File: config.mk
export PLATFORM = sky130hd
export DESIGN_NAME = fetch_prefetch_queue
export DESIGN_NICKNAME = d
export VERILOG_FILES = /design/src/rtl/fetch_prefetch_queue.sv
export SDC_FILE = /design/constraint.sdc
export NUM_CORES = 1
export LEC_CHECK = 0
export CAP_MARGIN = 5
export CORE_ASPECT_RATIO = 0.8
export CORE_MARGIN = 5
export CORE_UTILIZATION = 50
export CTS_BUF_LIST = sky130_fd_sc_hd__clkbuf_4 sky130_fd_sc_hd__clkbuf_8 sky130_fd_sc_hd__clkbuf_16
export DETAILED_ROUTE_END_ITERATION = 12
export GPL_ROUTABILITY_DRIVEN = 0
export GPL_TIMING_DRIVEN = 0
export PLACE_DENSITY_LB_ADDON = 0.25
export SLEW_MARGIN = 0
export SYNTH_ARGS = -nofsm -noshare
export SYNTH_HDL_FRONTEND = slang
export SYNTH_SLANG_ARGS = --single-unit
File: constraint.sdc
create_clock -name clock -period 2.8 [get_ports clock]
set_input_delay 0.42 -clock clock [delete_from_list [all_inputs] [get_ports clock]]
set_output_delay 0.42 -clock clock [all_outputs]
set_load 0.02 [all_outputs]
File: src/rtl/fetch_prefetch_queue.sv
`default_nettype none
// ---------------------------------------------------------------------------
// fetch_prefetch_queue : IF front end, prefetch FIFO + pipelined imem requests.
// Optional static backward-taken prediction with FETCH_BTFN_EN.   Rev 1.0
// ---------------------------------------------------------------------------
module fetch_prefetch_queue #(
  parameter int          QDEPTH    = 4,
  parameter int          MAX_OUTST = 2,
  parameter logic [31:0] RESET_PC  = 32'h0000_0000
) (
  input  logic                    clock,
  input  logic                    reset,
  output logic                    mem_req_o,
  output logic [31:0]             mem_addr_o,
  input  logic                    mem_gnt_i,
  input  logic                    mem_rvalid_i,
  input  logic [31:0]             mem_rdata_i,
  input  logic                    flush_i,
  input  logic [31:0]             redirect_pc_i,
  output logic                    instr_valid_o,
  input  logic                    instr_ready_i,
  output logic [31:0]             instr_o,
  output logic [31:0]             instr_pc_o,
  output logic                    pred_taken_o,
  output logic [$clog2(QDEPTH):0] q_count_o
);

  localparam int              AW          = $clog2(QDEPTH);
  localparam int              CW          = AW + 1;
  localparam logic [CW:0]     QDEPTH_EXT  = (CW+1)'(QDEPTH);
  localparam logic [CW-1:0]   MAX_OUTST_W = CW'(MAX_OUTST);

  // PCs are kept as word addresses so the low two bits are zero by construction.
  logic [29:0]   fetch_word_q, fetch_word_d;
  logic [29:0]   resp_word_q,  resp_word_d;
  logic [CW-1:0] outst_q, outst_d;
  logic [CW-1:0] drop_q,  drop_d;
  logic [CW-1:0] count_q, count_d;
  logic [AW-1:0] rd_ptr_q, rd_ptr_d;
  logic [AW-1:0] wr_ptr_q, wr_ptr_d;

  logic [31:0]   instr_mem_q [QDEPTH];
  logic [29:0]   pc_mem_q    [QDEPTH];
  logic          pred_mem_q  [QDEPTH];

  logic          resp_keep;
  logic          push;
  logic          pop;
  logic          issue;
  logic          pred_redirect;
  logic [29:0]   pred_target;
  logic [CW:0]   occupancy;
  logic [1:0]    unused_redirect_lsbs;

  assign unused_redirect_lsbs = redirect_pc_i[1:0];

  assign resp_keep = mem_rvalid_i && (drop_q == '0);

`ifdef FETCH_BTFN_EN
  logic [29:0] b_imm_word;
  assign b_imm_word    = {{19{mem_rdata_i[31]}}, mem_rdata_i[31], mem_rdata_i[7],
                          mem_rdata_i[30:25], mem_rdata_i[11:9]};
  assign pred_redirect = resp_keep && !flush_i && mem_rdata_i[31] &&
                         (mem_rdata_i[6:0] == 7'b1100011);
  assign pred_target   = resp_word_q + b_imm_word;
`else
  assign pred_redirect = 1'b0;
  assign pred_target   = resp_word_q;
`endif

  // Every in-flight request owns a queue slot, so a response can always be pushed.
  assign occupancy  = {1'b0, count_q} + {1'b0, outst_q};
  assign mem_req_o  = !reset && !flush_i && !pred_redirect &&
                      (outst_q < MAX_OUTST_W) && (occupancy < QDEPTH_EXT);
  assign mem_addr_o = {fetch_word_q, 2'b00};
  assign issue      = mem_req_o && mem_gnt_i;

  assign instr_valid_o = (count_q != '0);
  assign push          = resp_keep && !flush_i;
  assign pop           = instr_valid_o && instr_ready_i && !flush_i;

  assign instr_o      = instr_valid_o ? instr_mem_q[rd_ptr_q] : 32'h0;
  assign instr_pc_o   = instr_valid_o ? {pc_mem_q[rd_ptr_q], 2'b00} : 32'h0;
  assign pred_taken_o = instr_valid_o && pred_mem_q[rd_ptr_q];
  assign q_count_o    = count_q;

  always_comb begin
    fetch_word_d = fetch_word_q;
    resp_word_d  = resp_word_q;
    outst_d      = outst_q;
    drop_d       = drop_q;
    count_d      = count_q;
    rd_ptr_d     = rd_ptr_q;
    wr_ptr_d     = wr_ptr_q;

    if (flush_i) begin
      fetch_word_d = redirect_pc_i[31:2];
      resp_word_d  = redirect_pc_i[31:2];
      outst_d      = outst_q - CW'(mem_rvalid_i);
      drop_d       = outst_q - CW'(mem_rvalid_i);
      count_d      = '0;
      rd_ptr_d     = '0;
      wr_ptr_d     = '0;
    end else begin
      if (issue) begin
        fetch_word_d = fetch_word_q + 30'd1;
      end
      outst_d = outst_q + CW'(issue) - CW'(mem_rvalid_i);
      if (mem_rvalid_i && (drop_q != '0)) begin
        drop_d = drop_q - CW'(1);
      end
      if (push) begin
        wr_ptr_d    = wr_ptr_q + AW'(1);
        resp_word_d = resp_word_q + 30'd1;
      end
      if (pop) begin
        rd_ptr_d = rd_ptr_q + AW'(1);
      end
      count_d = count_q + CW'(push) - CW'(pop);
      // The predicted branch itself is kept; everything fetched after it is stale.
      if (pred_redirect) begin
        fetch_word_d = pred_target;
        resp_word_d  = pred_target;
        drop_d       = outst_q - CW'(1);
      end
    end
  end

  always_ff @(posedge clock) begin
    if (reset) begin
      fetch_word_q <= RESET_PC[31:2];
      resp_word_q  <= RESET_PC[31:2];
      outst_q      <= '0;
      drop_q       <= '0;
      count_q      <= '0;
      rd_ptr_q     <= '0;
      wr_ptr_q     <= '0;
    end else begin
      fetch_word_q <= fetch_word_d;
      resp_word_q  <= resp_word_d;
      outst_q      <= outst_d;
      drop_q       <= drop_d;
      count_q      <= count_d;
      rd_ptr_q     <= rd_ptr_d;
      wr_ptr_q     <= wr_ptr_d;
    end
  end

  // Storage needs no reset: reads are gated by instr_valid_o.
  always_ff @(posedge clock) begin
    if (push) begin
      instr_mem_q[wr_ptr_q] <= mem_rdata_i;
      pc_mem_q[wr_ptr_q]    <= resp_word_q;
      pred_mem_q[wr_ptr_q]  <= pred_redirect;
    end
  end

endmodule
`default_nettype wire

; Yosys cells after proc, flatten, opt, wreduce, memory -nomap -nowiden
; Memories as Yosys holds them, arrays and structs flattened. A register that Yosys moved wholly into a read port is not among the register bits.
; Index checks and enable logic that the tools add are counted.
[totals]
out_inout_bits = 102
mem_bits_ro = 0
reg_bits = 73
ramBits = 248
wordCells = 56
latch_bits = 0
n_memories = 2
[classes]
magnitude_cmp = 2
n_mul = 0
add_sub_neg = 11
n_reduce_logical = 19
shift = 0
mux = 15
div_mod_pow = 0
eq_ne = 0
bitwise = 0
[memory_table]
columns = memory, depth, width, read_ports, rd_ports_with_merged_regs, wr, line
row1 = instr_mem_q, 4, 32, 1, 1, 1, 42  ; logic [31:0] instr_mem_q [QDEPTH];
row2 = pc_mem_q, 4, 30, 1, 1, 1, 43  ; logic [29:0] pc_mem_q [QDEPTH];
[op_table]
columns = cell, count
row1 = 2-to-1 mux 30 bit, 4
row2 = 2-to-1 mux 32 bit, 2
row3 = adder 30 x 1 -> 30 bit (second input constant), 2
row4 = logical AND 1 bit, 9
row5 = 2-to-1 mux 3 bit, 3
row6 = subtractor 3 x 1 -> 3 bit, 3
row7 = 2-to-1 mux 2 bit, 4
row8 = adder 3 x 1 -> 3 bit, 2
row9 = nonzero test 2 bit, 3
row10 = nonzero test 3 bit, 2
row11 = adder 2 x 1 -> 2 bit (second input constant), 2
row12 = adder 3 x 3 -> 4 bit, 1
row13 = < comparator 4 x 3 -> 1 bit (second input constant), 1
row14 = logical NOT 3 bit, 1
row15 = < comparator 3 x 2 -> 1 bit (second input constant), 1
row16 = subtractor 3 x 1 -> 3 bit (second input constant), 1
row17 = logical NOT 1 bit, 2
row18 = 2-to-1 mux 1 bit, 2
row19 = OR reduction 2 bit, 1
row20 = logical AND 1 bit (second input constant), 1

; Longest topological paths before layout
[depth]
depth_word = 8
depth_mapped = 15
mapped_depth_nobuf = 12

; Worst setup path before layout
; Ideal clock, no wire load.
[synth_path]
path_type = reg2reg
startpoint = reg drop_q[0]
endpoint = mem instr_mem_q[0][0] (enable)
setup_slack_ps = -254
stages_incl_launch_ff = 7
setup_time_ps = 427
arrival_time_ps = 2628
path_cell_list = dfxtp_1 inv_1 ha_1 nand3b_1 buf_1 nor2_1 and2_1
[synth_between]
elab_chain_cells = 5
[synth_rtl]
columns = element, line
row1 = start: declaration, 37  ; logic [CW-1:0] drop_q, drop_d;
row2 = start signal: assignment, 142  ; drop_q <= drop_d;
row3 = logical NOT 3 bit, 57  ; assign resp_keep = mem_rvalid_i && (drop_q == '0);
row4 = logical AND 1 bit, 57
row5 = logical AND 1 bit, 79  ; assign push = resp_keep && !flush_i;
row6 = 2-to-1 mux 1 bit, 151  ; if (push) begin
row7 = 2-to-1 mux 1 bit, -
row8 = end: declaration, 42
; No other way between the ends.

==> results.sh <==
export IMPL_fmax_mhz=369
export IMPL_multi_input_area_mm2=0.00440
export IMPL_clock_sinks=323
export IMPL_hold_depth=1
export IMPL_irDropWorstVdd_uv=454
export IMPL_nNetsFinal=1215
export IMPL_total_power_mw=10.4
export IMPL_rows=54
export IMPL_path_clk_slew_ps=60
export IMPL_yosys_warnings=0
export IMPL_drive_gt1_frac=0.169
export IMPL_dp_cells=1451
export IMPL_clk_insertion_delay_late_ps=550
export IMPL_fill_cells=2029
export IMPL_critPathCaptureType="output port"
export IMPL_r2r_start="q_count_o[1]$_SDFF_PP0_"
export IMPL_wirelength_um=30600
export IMPL_layout_commonest_cell="edfxtp_1"
export IMPL_grt_use_total=0.196
export IMPL_p_leak_nw=5.82
export IMPL_hold_class="in -> reg"
export IMPL_routedLengthMet1_um=14000
export IMPL_finalSetupViolCount=0
export IMPL_fp_dieW_um=195
export IMPL_viasPerCell=5.63
export IMPL_synthFlopType="edfxtp_1"
export IMPL_final_cells=1515
export IMPL_drtIter0Drc=631
export IMPL_critPathArrivalTime_ps=2290
export IMPL_dp_hpwl_um=20600
export IMPL_initial_core_util=0.503
export IMPL_cts_buffer_depth=3
export IMPL_syn2layout_area_growth_pct=24.7
export IMPL_r2r_end="outst_q[2]$_SDFF_PP0_"
export IMPL_first_global_vias=8381
export IMPL_drc_errors=0
export IMPL_cts_tree="yes"
export IMPL_cts_made_buffers=31
export IMPL_finalCritPeriodShare=0.969
export IMPL_worst_slew_pin_slew_ps=994
export IMPL_antenna_found_initial=0
export IMPL_grt_overflow=0
export IMPL_port_buffers=164
export IMPL_fin_crit_ps=2710
export IMPL_drv_slew=0
export IMPL_crit_path_end="instr_pc_o[31]"
export IMPL_grt_pass1_wl_um=47900
export IMPL_grt_max_degree=62
export IMPL_ff2ff_path_depth=12
export IMPL_run_status="complete, no violations"
export IMPL_syn_mean_instance_area_um2=14.9
export IMPL_layout_area_seq_mm2=0.00896
export IMPL_met3WireLength_um=2640
export IMPL_clockRootBuffer="clkbuf_16"
export IMPL_max_cap_violations=0
export IMPL_crit_fanout=7
export IMPL_synth_edff_count=248
export IMPL_ant_nets=0
export IMPL_coreArea_mm2=0.0271
export IMPL_power_density_mw_per_mm2=611
export IMPL_worst_ep_required_time_ps=2380
export IMPL_reg2reg_setup_slack_ps=180
export IMPL_die_area_mm2=0.0307
export IMPL_start_kind="register"
export IMPL_ys_seq_area_frac=0.657
export IMPL_diodes=0
export IMPL_drt_pass1_iter_count=5
export IMPL_setup_worst_path_class="reg -> out"
export IMPL_wl_met2_um=13400
export IMPL_postCtsHoldBufs=0
export IMPL_hold_violations=0
export IMPL_via_count=8522
export IMPL_ys_seq_elements=323
export IMPL_wire_per_inst_um=20.2
export IMPL_synthArstFlopShare=0
export IMPL_synthCells=914
export IMPL_pin_count=172
export IMPL_slew_limit_headroom=0.332
export IMPL_dpl_instance_area_mm2=0.0159
export IMPL_top_layer="met4"
export IMPL_syn_cell_area_mm2=0.0136
export IMPL_cts_htree_levels=1
export IMPL_dieHeight_um=158
export IMPL_layout_common_cells="248 x edfxtp_1, 104 x clkdlybuf4s50_1, 70 x dfxtp_1"
export IMPL_finalClockSkew_ps=10.4
export IMPL_yosysUniqueCellTypes=59
export IMPL_post_route_cell_area_mm2=0.0170
## what timing repair did
item                       in CTS  in global routing
cloned                          0                  0
setup endpoints to repair      66                 26
setup buffers                   5                  5
gates resized for setup       103                 16
pin swaps                       4                  5
## per-layer routing
metal	global-route usage	vias up
li1	-	3936
met1	0.299	4180
met2	0.300	353
met3	0.0379	53
met4	0.0382	0
met5	0	-
## area by class of cell
| class | instances | share of cell area |
|---|---|---|
| clock inverter | 19 | 0.00913 |
| tap | 364 | 0.0268 |
| timing repair buffer | 179 | 0.103 |
| clock buffer | 39 | 0.0495 |
| buffer | 50 | 0.0189 |
| inverter | 24 | 0.00574 |
| sequential | 323 | 0.527 |
| multi-input combinational | 517 | 0.259 |
## flip-flops by register name (all words and copies together), names as in the netlist, named ones only
name and cells:
pred_target 30, instr_mem_q 128, fetch_word_q 30, pc_mem_q 120, drop_q 3, rd_ptr_q 2, q_count_o 3, outst_q 3
wr_ptr_q 2
## worst max-delay path: stages, from the launching register on
cell	delay [ps]
dfxtp_4	430
buf_4	140
mux4_2	470
nor2b_1	160
clkdlybuf4s50_1	550
## worst min-delay path by stage
stage	from	end	slack [ps]
2_1_floorplan	pred_target[29]$_SDFFE_PP0P_	pc_mem_q[0][29]$_DFFE_PP_	480
3_3_place_gp	rd_ptr_q[1]$_SDFFE_PP0P_	rd_ptr_q[1]$_SDFFE_PP0P_	520
3_5_place_dp	rd_ptr_q[1]$_SDFFE_PP0P_	register	510
4_1_cts	mem_rdata_i[9]	instr_mem_q[1][9]$_DFFE_PP_	490
5_1_grt	mem_rdata_i[9]	instr_mem_q[2][9]$_DFFE_PP_	510
6_report	mem_rdata_i[6]	instr_mem_q[2][6]$_DFFE_PP_	510
## power breakdown
group	leakage, nW	total [mW]	internal [mW]	switching, mW
Clock	0.498	4.03	2.32	1.72
Combinational	2.44	0.902	0.417	0.486
Sequential	2.88	5.45	5.31	0.134
## Yosys cell counts (3+ instances only)
cell | instances | area share
a32oi_1 | 3 | 0.0019
mux4_2 | 62 | 0.10
a21oi_1 | 18 | 0.0066
xor2_1 | 17 | 0.011
a311oi_1 | 3 | 0.0019
buf_1 | 6 | 0.0017
o21a_1 | 3 | 0.0017
o211ai_1 | 5 | 0.0028
ha_1 | 17 | 0.016
nor3_1 | 7 | 0.0026
clkbuf_1 | 31 | 0.0085
o21ai_0 | 17 | 0.0062
nor4_2 | 4 | 0.0037
and3_1 | 8 | 0.0037
inv_1 | 22 | 0.0061
a31oi_1 | 23 | 0.011
mux2i_1 | 3 | 0.0022
nand2b_1 | 3 | 0.0014
or3_1 | 12 | 0.0055
and2_1 | 10 | 0.0046
a21boi_0 | 8 | 0.0044
edfxtp_1 | 248 | 0.55
dfxtp_1 | 75 | 0.11
nor4_1 | 3 | 0.0014
nand2_1 | 52 | 0.014
buf_2 | 9 | 0.0033
a211oi_1 | 16 | 0.0088
nor2_1 | 50 | 0.014
nand4_1 | 20 | 0.0092
buf_4 | 6 | 0.0033
or4_1 | 3 | 0.0017
and4_1 | 5 | 0.0032
nand3_1 | 25 | 0.0092
nor2b_1 | 63 | 0.029
xnor2_1 | 20 | 0.013
## through the flow
| stage | utilization | hold slack (ps) | setup TNS, ps | setup WS [ps] |
|---|---|---|---|---|
| after floorplan | - | 475 | 0 | 10.6 |
| after global placement | 0.582 | 521 | -288450 | -1130 |
| after detailed placement | 0.586 | 511 | -68850 | -851 |
| after CTS | 0.624 | 487 | 0 | 8.47 |
| after global routing | 0.627 | 506 | -21.9 | -15.5 |
| final | 0.627 | 512 | 0 | 87.6 |
## logic make-up after synthesis
logic type / after synthesis / share of synthesized area
AOI/OAI and AO/OA: 107 / 0.0525
DFF: 323 / 0.657
other: 1 / 0.000275
buffers and inverters: 78 / 0.0251
xor gates and xnor gates: 37 / 0.0238
muxes: 67 / 0.106
adders and majority gates: 19 / 0.0185
and+or+nand+nor: 282 / 0.117
Power figures use the tool's default switching activity.
